[src/rtl/vend_pkg.sv]
// Shared vending definitions: payout FSM state encodings and coin unit values.
// The credit-side FSM uses the same coin units.
package vend_pkg;

  typedef enum logic [2:0] {
    ST_IDLE  = 3'd0,
    ST_SEL   = 3'd1,
    ST_EJECT = 3'd2,
    ST_GAP   = 3'd3,
    ST_DONE  = 3'd4,
    ST_ERR   = 3'd5
  } state_t;

  localparam int COIN5_UNITS  = 1;
  localparam int COIN10_UNITS = 2;

endpackage

[src/rtl/payout_timer.sv]
// Loadable up-counter with clear and enable. term is high while the count equals
// LIMIT-1, and the count holds there.
module payout_timer #(
  parameter  int LIMIT = 4,
  localparam int W     = (LIMIT > 1) ? $clog2(LIMIT) : 1
) (
  input  logic         clk,
  input  logic         rst,
  input  logic         clr,
  input  logic         en,
  input  logic         ld,
  input  logic [W-1:0] ld_val,
  output logic         term
);

  logic [W-1:0] cnt;

  assign term = (cnt == W'(LIMIT - 1));

  always_ff @(posedge clk or posedge rst) begin
    if (rst)             cnt <= '0;
    else if (clr)        cnt <= '0;
    else if (ld)         cnt <= ld_val;
    else if (en && !term) cnt <= cnt + W'(1);
  end

endmodule

[src/rtl/coin_payout_fsm.sv]
// Change/refund dispenser driving 5- and 10-unit hoppers with a request/ack handshake.
// Define COIN_TALLY_EN to add saturating acknowledged-ejection tallies per coin type.
module coin_payout_fsm
  import vend_pkg::*;
#(
  parameter int AMT_W      = 4,
  parameter int TIMEOUT    = 1000,
  parameter int GAP_CYCLES = 4
) (
  input  logic             clk,
  input  logic             rst,
  input  logic             start,
  input  logic [AMT_W-1:0] amount,
  input  logic             hopper_ack,
  input  logic             empty5,
  input  logic             empty10,
  output logic             eject5,
  output logic             eject10,
  output logic             busy,
  output logic             done,
  output logic             error,
  output logic [AMT_W-1:0] remaining,
`ifdef COIN_TALLY_EN
  output logic [7:0]       tally5,
  output logic [7:0]       tally10,
`endif
  output logic [2:0]       state
);

  state_t st;
  logic   coin10;
  logic   to_term, gap_term;

  // The timeout counter restarts on every EJECT entry; ack also clears it.
  payout_timer #(.LIMIT(TIMEOUT)) u_to_timer (
    .clk, .rst,
    .clr   (st != ST_EJECT || hopper_ack),
    .en    (st == ST_EJECT),
    .ld    (1'b0),
    .ld_val('0),
    .term  (to_term)
  );

  payout_timer #(.LIMIT(GAP_CYCLES)) u_gap_timer (
    .clk, .rst,
    .clr   (st != ST_GAP),
    .en    (st == ST_GAP),
    .ld    (1'b0),
    .ld_val('0),
    .term  (gap_term)
  );

  always_ff @(posedge clk or posedge rst) begin
    if (rst) begin
      st        <= ST_IDLE;
      remaining <= '0;
      coin10    <= 1'b0;
`ifdef COIN_TALLY_EN
      tally5    <= '0;
      tally10   <= '0;
`endif
    end else begin
      case (st)
        ST_IDLE, ST_ERR: if (start) begin
          remaining <= amount;
          st        <= ST_SEL;
        end
        ST_SEL: begin
          if (remaining == '0)
            st <= ST_DONE;
          else if (remaining >= AMT_W'(COIN10_UNITS) && !empty10) begin
            coin10 <= 1'b1;
            st     <= ST_EJECT;
          end else if (!empty5) begin
            coin10 <= 1'b0;
            st     <= ST_EJECT;
          end else
            st <= ST_ERR;
        end
        ST_EJECT: begin
          // Ack takes priority over a simultaneous timeout expiry.
          if (hopper_ack) begin
            remaining <= remaining - (coin10 ? AMT_W'(COIN10_UNITS) : AMT_W'(COIN5_UNITS));
            st        <= ST_GAP;
`ifdef COIN_TALLY_EN
            if (coin10) begin
              if (tally10 != 8'hFF) tally10 <= tally10 + 8'd1;
            end else begin
              if (tally5 != 8'hFF) tally5 <= tally5 + 8'd1;
            end
`endif
          end else if (to_term)
            st <= ST_ERR;
        end
        ST_GAP:  if (gap_term) st <= ST_SEL;
        ST_DONE: st <= ST_IDLE;
        default: st <= ST_IDLE;
      endcase
    end
  end

  assign state   = st;
  assign eject10 = (st == ST_EJECT) &&  coin10;
  assign eject5  = (st == ST_EJECT) && !coin10;
  assign busy    = (st == ST_SEL) || (st == ST_EJECT) || (st == ST_GAP);
  assign done    = (st == ST_DONE);
  assign error   = (st == ST_ERR);

endmodule

[config.mk]
export PLATFORM = sky130hd
export DESIGN_NAME = coin_payout_fsm
export DESIGN_NICKNAME = d
export VERILOG_FILES = /design/src/rtl/vend_pkg.sv /design/src/rtl/payout_timer.sv /design/src/rtl/coin_payout_fsm.sv
export SDC_FILE = /design/constraint.sdc
export NUM_CORES = 1
export LEC_CHECK = 0
export CAP_MARGIN = 20
export CORE_MARGIN = 2
export CORE_UTILIZATION = 55
export DETAILED_ROUTE_END_ITERATION = 10
export PLACE_DENSITY_LB_ADDON = 0.2
export SLEW_MARGIN = 20
export SYNTH_ARGS = -nofsm -noshare
export SYNTH_HDL_FRONTEND = slang
export SYNTH_SLANG_ARGS = --single-unit
[constraint.sdc]
create_clock -name clk -period 2.4 [get_ports clk]
set_input_delay 0.24 -clock clk [delete_from_list [all_inputs] [get_ports clk]]
set_output_delay 0.24 -clock clk [all_outputs]
set_load 0.02 [all_outputs]
==> results of run 1 <==
## power groups by stage
stage / Clock, mW / Sequential, mW / Combinational, mW
detailed placement: 0 / 0.542 / 0.767
global route: 0.295 / 0.554 / 0.842
CTS: 0.281 / 0.535 / 0.771
floorplan: 0 / 0.574 / 0.475
finish: 0.282 / 0.534 / 0.764
global placement: 0 / 0.532 / 0.745
## critical path, delay by kind of cell, from the launching register on
family / cells / cell delay (ns)
buffers and inverters: 1 / 0.62
DFF: 1 / 0.53
and+or+nand+nor: 2 / 0.55
## area by class of cell
type | count | area, um^2 | share of cell area
Clock buffer | 3 | 22.52 | 0.01513
Tap cell | 27 | 33.78 | 0.02269
Sequential cell | 20 | 500.5 | 0.3361
Timing Repair Buffer | 23 | 225.2 | 0.1513
Multi-Input combinational cell | 101 | 658.1 | 0.4420
Inverter | 5 | 18.77 | 0.01261
Clock inverter | 1 | 30.03 | 0.02017
## state kept, by name, indices dropped and copies added (netlist names)
register	cells
remaining	4
state	3
coin10	1
u_gap_timer.cnt	2
u_to_timer.cnt	10
## kinds of logic after synthesis
kind of cell    share of synthesized area
simple gates                       0.2733
mux                               0.03520
xor+xnor                          0.05073
buf+inv                           0.04140
flops                              0.4141
compound gates                     0.1273
fa+ha+maj                         0.05797
## synthesized netlist by cell type, types with 2 or more instances
| library cell | n | share of area |
|---|---|---|
| nand4_1 | 2 | 0.010 |
| dfrtp_1 | 20 | 0.41 |
| nor3_1 | 6 | 0.025 |
| and2_1 | 3 | 0.016 |
| inv_1 | 5 | 0.016 |
| o211ai_1 | 2 | 0.012 |
| nand3_1 | 4 | 0.017 |
| xor2_1 | 4 | 0.029 |
| nand2_1 | 11 | 0.034 |
| mux2i_1 | 2 | 0.017 |
| mux2_2 | 2 | 0.019 |
| nand2b_1 | 4 | 0.021 |
| buf_6 | 2 | 0.019 |
| o21a_1 | 2 | 0.012 |
| xnor2_1 | 3 | 0.022 |
| o21ai_0 | 5 | 0.021 |
| a21oi_1 | 6 | 0.025 |
| nor2b_1 | 2 | 0.010 |
| nor2_1 | 20 | 0.062 |
| or3_1 | 2 | 0.010 |
| ha_1 | 4 | 0.041 |
## metrics by stage
| stage | setup WS (ns) | hold slack (ns) | utilization | instances | area [um^2] |
|---|---|---|---|---|---|
| final | 0.1433 | 0.3466 | 0.7364 | 180 | 1489 |
| after global routing | 0.06492 | 0.4371 | 0.7364 | 180 | 1489 |
| after CTS | 0.1541 | 0.3799 | 0.7364 | 180 | 1489 |
| after detailed placement | 0.5040 | 0.5342 | 0.7104 | 176 | 1436 |
| after global placement | 0.5470 | 0.5093 | 0.7104 | 176 | 1436 |
| after floorplan | 0.7799 | 0.2038 | - | 130 | 1209 |
## layer usage
metal	vias to the layer above	global-route usage	routed length [um]
met5	-	0	0
met4	0	0.05405	25
met3	4	0.01754	73
met2	21	0.3531	1149
met1	475	0.2904	1119
li1	502	-	-
## how the worst max path moves through the flow
stage | start | end | slack, ns | depth (start not counted)
2_1_floorplan | state[1] | eject10 | 0.78 | 4
3_3_place_gp | state[1] | eject10 | 0.55 | 3
3_5_place_dp | state[1] | eject5 | 0.50 | 3
4_1_cts | state[1] | eject5 | 0.15 | 3
5_1_grt | state[1] | eject5 | 0.06 | 3
6_report | state[1] | eject5 | 0.14 | 3
## cells in the final DEF, fill, tap and decap left out, types with 4 or more instances in the layout
cell type and count:
clkdlybuf4s50_1 21, nor2_1 20, dfrtp_1 20, nand2_1 11
a21oi_1 6, nor3_1 6, o21ai_0 5, inv_1 5
nand3_1 4, nand2b_1 4, xor2_1 4, ha_1 4
==> flow_summary.toml, run 1 <==
[cts]
ctsLongestPathBuffers = 2
cts_tree = "yes"
cts_buffers = 3
clk_latency_ns = 0.31
hold_buffers = 0
clk_pin_slew_ns = 0.12
clock_sinks = 20
htree_levels = 1
post_cts_resized = 0
cts-root-buf = "clkbuf_4"
cts_setup_buffers = 0

[critical_path]
r2r_cells = 4
crit_fanout = 11
crit_arrival_ns = 2.02
required_ns = 2.16
end_kind = "output pin"
slowest_delay_ns = 0.62
worst_path_max_delay_cell = "clkdlybuf4s50_1"
start_kind = "register"
crit_path_cell_trace = "or3b_1 > nor2_1 > clkdlybuf4s50_1"
r2r_end = "state[0]"
r2r_slack_ns = 0.74
rr_startpoint = "state[1]"
crit_type = "reg -> out"

[power_and_ir_drop]
power_mw = 1.580
cellLeakagePower_nw = 0.6218
power_switching_uw = 633.2
p_int_uw = 947.2
vdd_drop_max_uv = 866.8
power.density_mw_per_mm2 = 1061
clkPwrFrac = 0.179
pwr-share-comb = 0.483
p_seq_frac = 0.338
p_sw_frac = 0.4007

[cells_and_area]
num-nets-final = 169
fillers = 146
diodes = 0
drive_gt1_frac = 0.09150
syn_to_final_growth_pct = 23.19

[sta]
max_freq_mhz = 443.1
worst_pin_slew_ns = 0.7439
fin_setup_tns_ns = 0
fin_worst_skew_ns = 0.003625
period_share = 0.9403
finalHoldViolations = 0
setup_viol = 0
drv_slew = 0
slew_headroom = 0.5035
rsz0062_at_grt = "no"
fin_crit_ns = 2.257

[outcome]
status = "finished, final reports clean"

[detailed_routing]
routedWlPerCell_um = 13.15
drc = 0
vias = 1002
drt_iter0_drc = 18
viasPerCell = 5.567
wl_um = 2367
drtPass1Iterations = 4
drtAntennaViolNets = 0

[place]
dp_hpwl_um = 1816
gp_congestion = 0.8272
port-buffer-count = 21

[synthesis]
ys_seq_area_frac = 0.4141
syn_area_mm2 = 0.001209
synth_edf_count = 0
yosysWarnings = 0
synthCells = 130
yosysUniqueCellTypes = 40
syn-num-nets = 145
synth-seq-cells = 20
avgSynthCellArea_um2 = 9.297
async_flop_share = 1.000
ys.flop_type = "dfrtp_1"

[die]
die_x_um = 50.88
ios = 22
core-area_mm2 = 0.002022
floorplan.rows = 16
start_util = 0.5978
die_area_mm2 = 0.002589
die_y_um = 50.88

[global_routing]
grt_overflow_total = 0
grt_pass1_wl_um = 4153
grt_pass1_vias = 926
grt_start_max_net_pins = 21
grt_antenna_before_repair = 0
track_usage = 0.2086

[min_path]
hp-class = "in -> async"

[run]
maxCapViolCount = 0
No activity file was read; power rests on OpenSTA's default activity.
==> run 2, diff against run 1 <==
--- a/config.mk
+++ b/config.mk
@@ -6,7 +6,7 @@
 export NUM_CORES = 1
 export LEC_CHECK = 0
 export CAP_MARGIN = 20
-export CORE_MARGIN = 2
+export CORE_MARGIN = 5
 export CORE_UTILIZATION = 55
 export DETAILED_ROUTE_END_ITERATION = 10
 export PLACE_DENSITY_LB_ADDON = 0.2
==> run 2 against run 1 <==
Clock power shrank 30%. Register-to-register slack lost 0.03 ns. Worst setup slack gained 0.023 ns. Total power shrank 4.2%. Sequential power shrank 3%. Sequential share of layout area grew 0.28 points. Hold slack gained 0.013 ns. Critical path type unchanged.
==> flow_summary.toml, run 2 (same netlist as run 1, synthesis figures left out) <==
[critical_path]
start_kind = "register"
r2r_slack_ns = 0.71
critPathTopFamily = "buffers and inverters"
crit_type = "reg -> out"
required_ns = 2.16
crit_buf_inv = 1
r2r_end = "state[0]"
r2r_cells = 5
slowest_delay_ns = 0.61
crit_path_cell_trace = "or3b_4 > nor2_1 > clkdlybuf4s50_1"
rr_startpoint = "state[2]"
worst_path_max_delay_cell = "clkdlybuf4s50_1"
crit_fanout = 9
crit_arrival_ns = 1.99
end_kind = "output pin"

[power_and_ir_drop]
pwr-share-comb = 0.528
power.density_mw_per_mm2 = 1025
power_switching_uw = 632.1
cellLeakagePower_nw = 0.6153
power_mw = 1.514
vdd_drop_max_uv = 621.3
clkPwrFrac = 0.129
p_seq_frac = 0.343
p_int_uw = 881.4
p_sw_frac = 0.4176

[sta]
finalHoldViolations = 0
fin_crit_ns = 2.234
drv_slew = 0
worst_pin_slew_ns = 0.7545
hold_slack_ns = 0.3597
setup_viol = 0
max_freq_mhz = 447.7
period_share = 0.9307
slew_headroom = 0.4965
fin_setup_tns_ns = 0
rsz0062_at_grt = "no"
fin_worst_skew_ns = 0.008081

[cells_and_area]
regArea_um2 = 500.5
top_register = "u_to_timer.cnt"
final_common_cell = "clkdlybuf4s50_1"
fillers = 176
diodes = 0
num-nets-final = 169
drive_gt1_frac = 0.09804
syn_to_final_growth_pct = 22.15
multi_input_area_um2 = 660.6
largest_reg_flops = 10
most-common-layout-cells = "21 x clkdlybuf4s50_1, 20 x nor2_1, 20 x dfrtp_1, 11 x nand2_1"
design_area_mm2 = 0.001476

[detailed_routing]
drtAntennaViolNets = 0
drtPass1Iterations = 4
drc = 0
routedWlPerCell_um = 14.44
vias = 993
drt_iter0_drc = 15
viasPerCell = 5.486
wl_um = 2613

[die]
start_util = 0.5626
die_x_um = 56.88
ios = 22
die_y_um = 56.88
floorplan.rows = 17
die_area_mm2 = 0.003235
core-area_mm2 = 0.002148

[cts]
post_cts_resized = 0
clk_latency_ns = 0.30
cts_buffers = 3
ctsLongestPathBuffers = 2
cts-root-buf = "clkbuf_4"
cts_tree = "yes"
hold_buffers = 0
clock_sinks = 20
cts_setup_buffers = 0
htree_levels = 1
clk_pin_slew_ns = 0.12

[min_path]
hp-class = "in -> async"

[outcome]
status = "finished, final reports clean"

[global_routing]
grt_start_max_net_pins = 21
grt_pass1_wl_um = 4429
grt_overflow_total = 0
grt_antenna_before_repair = 0
grt_pass1_vias = 1051
track_usage = 0.1717

[place]
place_area_mm2 = 0.001438
port-buffer-count = 21
gp_congestion = 0.7855
dp_hpwl_um = 1980

[run]
maxCapViolCount = 0
-- run 2: worst register-to-register path, stage by stage, from the launching register on --
cell      delay [ns]
dfrtp_1         0.40
buf_4           0.18
nor3b_2         0.36
nand2b_1        0.33
nor2_1          0.25
a211oi_2        0.06
-- run 2: final cells by class --
type,count,share of cell area
clock buffer,4,0.02458
inverter,5,0.01271
timing repair buffer,23,0.1525
multi-input combinational,101,0.4475
sequential,20,0.3390
tap,28,0.02373
-- run 2: power groups by stage --
stage	combinational [mW]	clock (mW)	sequential, mW
2_1_floorplan	0.475	0	0.574
3_3_place_gp	0.766	0	0.517
3_5_place_dp	0.795	0	0.521
4_1_cts	0.799	0.205	0.516
5_1_grt	0.877	0.223	0.530
6_report	0.799	0.196	0.519
-- run 2: layer usage --
| layer | part of all wire | up-vias | routed length, um | track usage |
|---|---|---|---|---|
| met5 | 0 | - | 0 | 0 |
| met2 | 0.51 | 19 | 1345 | 0.3148 |
| met4 | 0.017 | 0 | 45 | 0.07947 |
| met3 | 0.026 | 4 | 67 | 0.02299 |
| li1 | - | 499 | - | - |
| met1 | 0.44 | 471 | 1154 | 0.1923 |
-- run 2: worst max path at each step --
| stage | slack [ns] | startpoint | cells past startpoint | endpoint |
|---|---|---|---|---|
| after floorplan | 0.78 | state[1] | 4 | eject10 |
| after global placement | 0.45 | state[0] | 3 | eject5 |
| after detailed placement | 0.43 | state[0] | 3 | eject5 |
| after CTS | 0.06 | state[0] | 3 | eject5 |
| after global routing | 0.06 | state[0] | 3 | eject10 |
| final | 0.17 | state[0] | 3 | eject5 |
-- run 2: per-stage QoR --
stage                     cells  setup WS, ns    util
after floorplan             130        0.7799       -
after global placement      177        0.4519  0.6692
after detailed placement    177        0.4284  0.6692
after CTS                   181       0.06425  0.6861
after global routing        181       0.06450  0.6872
final                       181        0.1663  0.6872
